`config.mk`:
```
export PLATFORM = sky130hd
export DESIGN_NAME = pipe_stage_reg
export DESIGN_NICKNAME = d
export VERILOG_FILES = /design/src/rtl/pipe_stage_reg.sv
export SDC_FILE = /design/constraint.sdc
export NUM_CORES = 1
export LEC_CHECK = 0
export BUFFER_PORTS_ARGS = -buffer_cell sky130_fd_sc_hd__buf_2
export CAP_MARGIN = 20
export CORE_AREA = 3 3 154 156
export DETAILED_ROUTE_END_ITERATION = 6
export DIE_AREA = 0 0 157 159
export HOLD_SLACK_MARGIN = 0.03
export MAX_ROUTING_LAYER = met4
export PLACE_DENSITY = 0.59
export SYNTH_ARGS = -nofsm -noshare
export SYNTH_HDL_FRONTEND = slang
export SYNTH_SLANG_ARGS = --single-unit
export TNS_END_PERCENT = 1
```
`constraint.sdc`:
```
create_clock -name clk -period 6.3 [get_ports clk]
set_input_delay 0 -clock clk [delete_from_list [all_inputs] [get_ports clk]]
set_output_delay 0 -clock clk [all_outputs]
set_load 0.01 [all_outputs]
```
`src/rtl/pipe_stage_reg.sv`:
```
// Parametrised pipeline register: NUM_CH channels through DEPTH stages,
// with stall/flush control and saturating stall/flush event counters.
module pipe_stage_reg #(
    parameter int DATA_W = 32,
    parameter int NUM_CH = 5,
    parameter int DEPTH  = 1,
    parameter int CNT_W  = 16
) (
    input  logic                     clk,
    input  logic                     reset,
    input  logic [NUM_CH*DATA_W-1:0] d_in,
    input  logic                     valid_in,
    input  logic                     stall,
    input  logic                     flush,
    input  logic                     cnt_clr,
    output logic [NUM_CH*DATA_W-1:0] d_out,
    output logic                     valid_out,
    output logic [CNT_W-1:0]         stall_cnt,
    output logic [CNT_W-1:0]         flush_cnt
);

    localparam int W = NUM_CH * DATA_W;

    if (DEPTH < 1 || DEPTH > 4) begin : g_bad_depth
        $error("pipe_stage_reg: DEPTH must be 1..4");
    end

    logic [W-1:0]     data_q [DEPTH];
    logic [W-1:0]     data_d [DEPTH];
    logic [DEPTH-1:0] vld_q;
    logic [DEPTH-1:0] vld_d;
    logic [CNT_W-1:0] stall_cnt_q;
    logic [CNT_W-1:0] stall_cnt_d;
    logic [CNT_W-1:0] flush_cnt_q;
    logic [CNT_W-1:0] flush_cnt_d;

    always_comb begin
        data_d = data_q;
        vld_d  = vld_q;
        if (flush) begin
            for (int i = 0; i < DEPTH; i++) begin
                data_d[i] = '0;
            end
            vld_d = '0;
        end else if (!stall) begin
            // Invalid loads enter as all-zero NOPs so data never outlives valid.
            data_d[0] = valid_in ? d_in : '0;
            vld_d[0]  = valid_in;
            for (int i = 1; i < DEPTH; i++) begin
                data_d[i] = data_q[i-1];
                vld_d[i]  = vld_q[i-1];
            end
        end
    end

    always_comb begin
        stall_cnt_d = stall_cnt_q;
        flush_cnt_d = flush_cnt_q;
        if (cnt_clr) begin
            stall_cnt_d = '0;
            flush_cnt_d = '0;
        end else begin
            if (stall && !flush && stall_cnt_q != '1) begin
                stall_cnt_d = stall_cnt_q + CNT_W'(1);
            end
            if (flush && flush_cnt_q != '1) begin
                flush_cnt_d = flush_cnt_q + CNT_W'(1);
            end
        end
    end

    always_ff @(posedge clk or posedge reset) begin
        if (reset) begin
            for (int i = 0; i < DEPTH; i++) begin
                data_q[i] <= '0;
            end
            vld_q       <= '0;
            stall_cnt_q <= '0;
            flush_cnt_q <= '0;
        end else begin
            data_q      <= data_d;
            vld_q       <= vld_d;
            stall_cnt_q <= stall_cnt_d;
            flush_cnt_q <= flush_cnt_d;
        end
    end

    assign d_out     = data_q[DEPTH-1];
    assign valid_out = vld_q[DEPTH-1];
    assign stall_cnt = stall_cnt_q;
    assign flush_cnt = flush_cnt_q;

endmodule

```
==> results of run 1 <==
routing by layer:
metal	routed length [microns]	up-vias	track usage, %
met5	0	-	-
met4	607	0	6.17
met3	1510	31	4.05
met2	11300	304	29.9
met1	10100	3240	24.3
li1	-	3042	-
critical path, stage by stage:
cell,delay (ps)
sky130_fd_sc_hd__dlygate4sd3_1,550
sky130_fd_sc_hd__buf_2,200
sky130_fd_sc_hd__nor2b_4,110
sky130_fd_sc_hd__buf_4,550
sky130_fd_sc_hd__buf_4,940
sky130_fd_sc_hd__a22o_1,260
stage by stage:
stage,utilization [%],worst slack (ps)
final,51.7,3970
after global routing,51.7,3800
after CTS,51.6,4000
after detailed placement,41.6,4110
after global placement,41.6,4130
after floorplan,-,1040
area by class of cell:
| class | count | area (sq um) | area share, % |
|---|---|---|---|
| clock buffer | 17 | 425 | 3.66 |
| timing repair buffer | 526 | 3480 | 29.9 |
| tap | 285 | 357 | 3.07 |
| sequential | 193 | 4830 | 41.5 |
| inverter | 3 | 18.8 | 0.161 |
| multi-input combinational | 300 | 2330 | 20.1 |
| clock inverter | 15 | 190 | 1.63 |
flip-flops by register name, indices dropped and copies added, names as in the netlist:
register,flops
d_out,160
flush_cnt,16
stall_cnt,16
valid_out,1
logic make-up (layout without fill, tap and decap cells):
group           after synthesis  in the layout
compound gates              180            180
mux                           1              1
simple gates                 94             94
xor+xnor                     23             23
fa+ha+maj                     2              2
buf+inv                      47            561
flops                       193            193
synth_stat cells (2+ instances only):
cell and n:
sky130_fd_sc_hd__nand2_1 11, sky130_fd_sc_hd__dfrtp_1 193, sky130_fd_sc_hd__a311oi_1 2, sky130_fd_sc_hd__nand3_1 5, sky130_fd_sc_hd__a21oi_1 4, sky130_fd_sc_hd__xor2_1 9
sky130_fd_sc_hd__nor4_2 2, sky130_fd_sc_hd__nand4_1 11, sky130_fd_sc_hd__nor3_1 11, sky130_fd_sc_hd__buf_1 8, sky130_fd_sc_hd__nor4_1 2, sky130_fd_sc_hd__and3_1 5
sky130_fd_sc_hd__xnor2_1 14, sky130_fd_sc_hd__o311ai_0 2, sky130_fd_sc_hd__nor3b_1 2, sky130_fd_sc_hd__buf_2 5, sky130_fd_sc_hd__a22o_1 160, sky130_fd_sc_hd__ha_1 2
sky130_fd_sc_hd__nor2_1 30, sky130_fd_sc_hd__clkbuf_1 29, sky130_fd_sc_hd__o21ai_0 4, sky130_fd_sc_hd__inv_1 3, sky130_fd_sc_hd__or3_1 5
path summary, 6_finish.rpt:
check,startpoint,to,slack [ps],cells past startpoint
max in group asynchronous,reset,d_out[35],4460,4
min,cnt_clr,stall_cnt[15],80,2
max,flush,d_out[141],3970,6
min reg2reg,valid_out,valid_out,480,1
min in group asynchronous,reset,d_out[28],300,3
max reg2reg,flush_cnt[8],flush_cnt[12],4310,5
power by group through the flow:
stage	combinational, W	clock [W]	sequential, W
4_1_cts	0.000313	0.00116	0.00130
6_report	0.000314	0.00113	0.00130
5_1_grt	0.000342	0.00122	0.00131
3_5_place_dp	0.000235	0	0.00133
2_1_floorplan	0.0000900	0	0.00135
3_3_place_gp	0.000232	0	0.00133
what timing repair did:
item,in CTS,in global routing
endpoints found under the hold margin,281,0
gates resized for setup,0,0
hold buffers,162,0
==> impl_metrics.ini, run 1 <==
[synthesis]
main_combinational_cell_family_by_area_after_synthesis = compound AO/OA/AOI/OAI gates
syn-instance-count = 540
ys_seq_area_share_pct = 65.8
netlist_area_sq_um = 7340
synth.net_count = 708
synth_fa_ha_area_share_pct = 0.341
synth_area_leader_cell = sky130_fd_sc_hd__dfrtp_1
synth.ff_latch_count = 193
ys_types = 44
post_synth_xor_xnor_area_pct = 2.74
post_synth_main_area_contributors = sky130_fd_sc_hd__dfrtp_1 66%, sky130_fd_sc_hd__a22o_1 19%, sky130_fd_sc_hd__xnor2_1 1.7%, sky130_fd_sc_hd__nor2_1 1.5%, sky130_fd_sc_hd__clkbuf_1 1.5%
syn_area_per_cell_sq_um = 13.6
synth_largest_type_area_fraction_pct = 65.8
synth.area.mux_share_pct = 0.136
synth_flop_cell = sky130_fd_sc_hd__dfrtp_1
synth_simple_gate_area_share_pct = 7.14
edff_count_synth = 0
yosysWarnings = 0
synth-compound-area-share_pct = 21.3
synth_async_reset_ratio_pct = 100

[setup_path]
required_ps = 6650
crit_path_max_fanout = 102
timing.setup.critical_path_class = in -> reg
cp_data_arrival_time_ps = 2680
crit_path_end_kind = flop
critical_path.startpoint_type = primary input

[cts]
h-tree-depth = 4
cts_max_path_buffers = 2
clock_sinks = 193
clock_insertion_delay_worst_skew_ps = 420
postCtsSetupBuffers = 0
clk_transition_reported_paths_ps = 80
num_cts_buffers = 17
cts_tree = built
cts_root_buffer = sky130_fd_sc_hd__clkbuf_16

[placed_design]
gp_routability_congestion = 0.805
port_bufs = 358
place_hpwl_microns = 14600
place.detailed.instances = 1144
dpl_cell_area_sq_um = 9370

[pwr]
power_w = 0.00274
intPower_w = 0.00202
power_per_cell_area_nw_per_um2 = 236
netSwitchingFraction_pct = 26.3
net-switching-power_w = 0.000721
combPwrFrac_pct = 11.5
p_seq_share_pct = 47.5
irDropWorstVdd_mv = 0.150
static_leakage_nw = 6.13
pwr-share-clk_pct = 41.0

[job]
timing.max_cap.violations = 0

[routing]
routed_wl_microns = 23500
post_drt_via_cell_ratio = 4.94
dr.first_iter.drc_count = 371
post-route-drc-count = 0
detail_route.wl_per_cell_microns = 17.5
dr_total_vias = 6617
antenna_violating_nets_remaining = 0
drt_pass1_iterations = 6

[floorplan]
die_y_microns = 159
die_area_sq_um = 25000
top_level_ports = 359
num_rows = 55
floorplan.die.width_microns = 157
initial_core_util_pct = 32.6
core_sq_um = 22500

[sta]
post-route-min-period_ps = 2330
tns_ps = 0
setup-violations-final = 0
timing.final.hold_violations = 0
slew_headroom_pct = 27.6
hold_slack_ps = 83.3
clock-skew-final_ps = 8.07
timing.final.max_slew_violations = 0
rsz0062_at_grt = no
period_share_pct = 37.1
transition_time_at_the_pin_with_the_least_slew_margin_ps = 1090
fmax_mhz = 428

[finish]
fill_cells = 1900
area_delta_synth_final_pct = 58.4
mostFrequentLayoutCell = sky130_fd_sc_hd__buf_2
antenna_cells = 0
layout-drive-gt1-share_pct = 38.8
layout.nets = 1209
final_non_filler_cell_total = 1339
final_cell_mix = 358 x sky130_fd_sc_hd__buf_2, 193 x sky130_fd_sc_hd__dfrtp_1, 162 x sky130_fd_sc_hd__dlygate4sd3_1
stdcell_area_sq_um = 11600

[grt]
via_count_of_the_first_global_routing_pass = 6968
globalRouteOverflowTotal = 0
global_route_wire_length_before_repair_microns = 37100
antenna_found_initial = 0
pin_count_of_the_biggest_net_entering_global_routing = 122
groute.usage.overall_pct = 18.9

[run_status]
status = finished clean

[hold_path]
timing.hold.worst.class = in -> reg
(Power assumes the default switching activity.)
==> run 2: changes to the inputs <==
Clock period 6.3 ns to 2.25 ns, I/O delays scaled along.
==> run 2 against run 1 <==
Die area did not move. Worst setup slack worse by 3700 ps. Sequential share of layout area shrank 0.10 points. First-iteration DRC count fell by 5.4%.
==> impl_metrics.ini, run 2 (synthesized netlist as in run 1, its figures left out) <==
[run_status]
status = finished clean

[sta]
period_share_pct = 87.8
hold_slack_ps = 90.1
transition_time_at_the_pin_with_the_least_slew_margin_ps = 912
post-route-min-period_ps = 1980
rsz0062_at_grt = no
timing.final.max_slew_violations = 0
slew_headroom_pct = 39.2
fmax_mhz = 506
tns_ps = 0
setup-violations-final = 0
timing.final.hold_violations = 0
clock-skew-final_ps = 13.2

[floorplan]
core_sq_um = 22500
top_level_ports = 359
die_y_microns = 159
floorplan.die.width_microns = 157
num_rows = 55
die_area_sq_um = 25000
initial_core_util_pct = 32.6

[setup_path]
cp_data_arrival_time_ps = 2270
crit_path_max_incr_delay_ps = 530
crit_path_end_kind = flop
timing.critical_path.cells = ha_1, nand4_1, nor4_4, nor3_1, xnor2_1, nor2_1
crit_path_max_fanout = 8
cpMaxStageDelayCell = sky130_fd_sc_hd__nor4_4
critical_path.startpoint_type = flop
timing.setup.critical_path_class = reg -> reg
required_ps = 2540
r2r_setup_slack_ps = 270

[routing]
detail_route.wl_per_cell_microns = 17.8
drt_pass1_iterations = 4
wl_met2_microns = 11900
detailroute.wirelength.met3_microns = 1490
routed_wl_microns = 23900
wirelength_met1_microns = 10000
post-route-drc-count = 0
antenna_violating_nets_remaining = 0
highest-signal-layer = met4
dr_total_vias = 6596
dr.first_iter.drc_count = 351
post_drt_via_cell_ratio = 4.91

[hold_path]
timing.hold.worst.class = in -> reg

[finish]
largest_register_ff_count = 160
multi_input_comb_area_sq_um = 2330
final_cell_mix = 358 x sky130_fd_sc_hd__buf_2, 193 x sky130_fd_sc_hd__dfrtp_1, 162 x sky130_fd_sc_hd__dlygate4sd3_1
layout.nets = 1213
area_delta_synth_final_pct = 58.8
mostFrequentLayoutCell = sky130_fd_sc_hd__buf_2
layout.area.seq_sq_um = 4830
stdcell_area_sq_um = 11700
layout-drive-gt1-share_pct = 39.0
final_non_filler_cell_total = 1343
fill_cells = 1929

[cts]
cts_tree = built
cts.repair.resized = 0
num_cts_buffers = 17
cts_max_path_buffers = 2
h-tree-depth = 4
clock_insertion_delay_worst_skew_ps = 430
cts_root_buffer = sky130_fd_sc_hd__clkbuf_16
clock_sinks = 193
clk_transition_reported_paths_ps = 80

[grt]
antenna_found_initial = 1
globalRouteOverflowTotal = 0
groute.usage.overall_pct = 19.3
pin_count_of_the_biggest_net_entering_global_routing = 163
global_route_wire_length_before_repair_microns = 37400
via_count_of_the_first_global_routing_pass = 6890

[pwr]
power_per_cell_area_nw_per_um2 = 643
static_leakage_nw = 6.14
irDropWorstVdd_mv = 0.454

[placed_design]
port_bufs = 358
dpl_cell_area_sq_um = 9470
gp_routability_congestion = 0.814
place.detailed.instances = 1149
place_hpwl_microns = 14800

[job]
timing.max_cap.violations = 0
==> run 2: cell count changes in the layout (fill, tap and decap cells not counted), sizes merged <==
cell	before	now
bufinv	1	0
buf	364	368
clkinv	5	7
clkinvlp	1	2
diode	0	1
inv	11	8
==> run 2: power breakdown <==
| group | internal (W) | switching [W] | total, W |
|---|---|---|---|
| logic | 0.000482 | 0.000417 | 0.000898 |
| clock network | 0.00148 | 0.00147 | 0.00295 |
| registers | 0.00358 | 0.0000705 | 0.00365 |
| total | 0.00554 | 0.00196 | 0.00750 |
==> run 2: layout make-up <==
type	instances	share of cell area, %
Clock buffer	17	3.65
Clock inverter	14	1.27
Timing Repair Buffer	530	30.4
Sequential cell	193	41.4
Antenna cell	1	0.0215
Inverter	3	0.129
Multi-Input combinational cell	300	20.0
Tap cell	285	3.06
==> run 2: worst max-delay path: cells and delay by family, from the launching register on <==
kind / cells / cell delay (ps)
xor gates and xnor gates: 1 / 170
adders and majority gates: 1 / 300
DFF: 1 / 430
and+or+nand+nor: 4 / 940
==> run 2: metrics by stage <==
step	utilization, %	setup WS, ps	power (W)
finish	51.8	274	0.00750
global route	51.8	77.4	0.00784
CTS	51.8	266	0.00761
detailed placement	42.1	280	0.00439
global placement	42.1	298	0.00438
floorplan	-	-240	0.00402
==> run 2: final timing paths <==
| kind | start | to | cells after the start |
|---|---|---|---|
| min in group asynchronous | reset | d_out[150] | 3 |
| min reg2reg | valid_out | valid_out | 1 |
| max reg2reg | stall_cnt[0] | stall_cnt[11] | 6 |
| max | stall_cnt[0] | stall_cnt[11] | 6 |
| min | cnt_clr | flush_cnt[14] | 2 |
| max in group asynchronous | reset | d_out[49] | 4 |
==> run 2: repair_timing <==
item / 4_1_cts / 5_1_grt
setup buffers: 0 / 0
endpoints found under the hold margin: 196 / 0
hold buffers: 162 / 0
==> run 2: routing by layer <==
metal	track usage, %	vias to the layer above
li1	-	3059
met1	24.2	3226
met2	31.3	276
met3	4.21	35
met4	5.85	0
met5	-	-
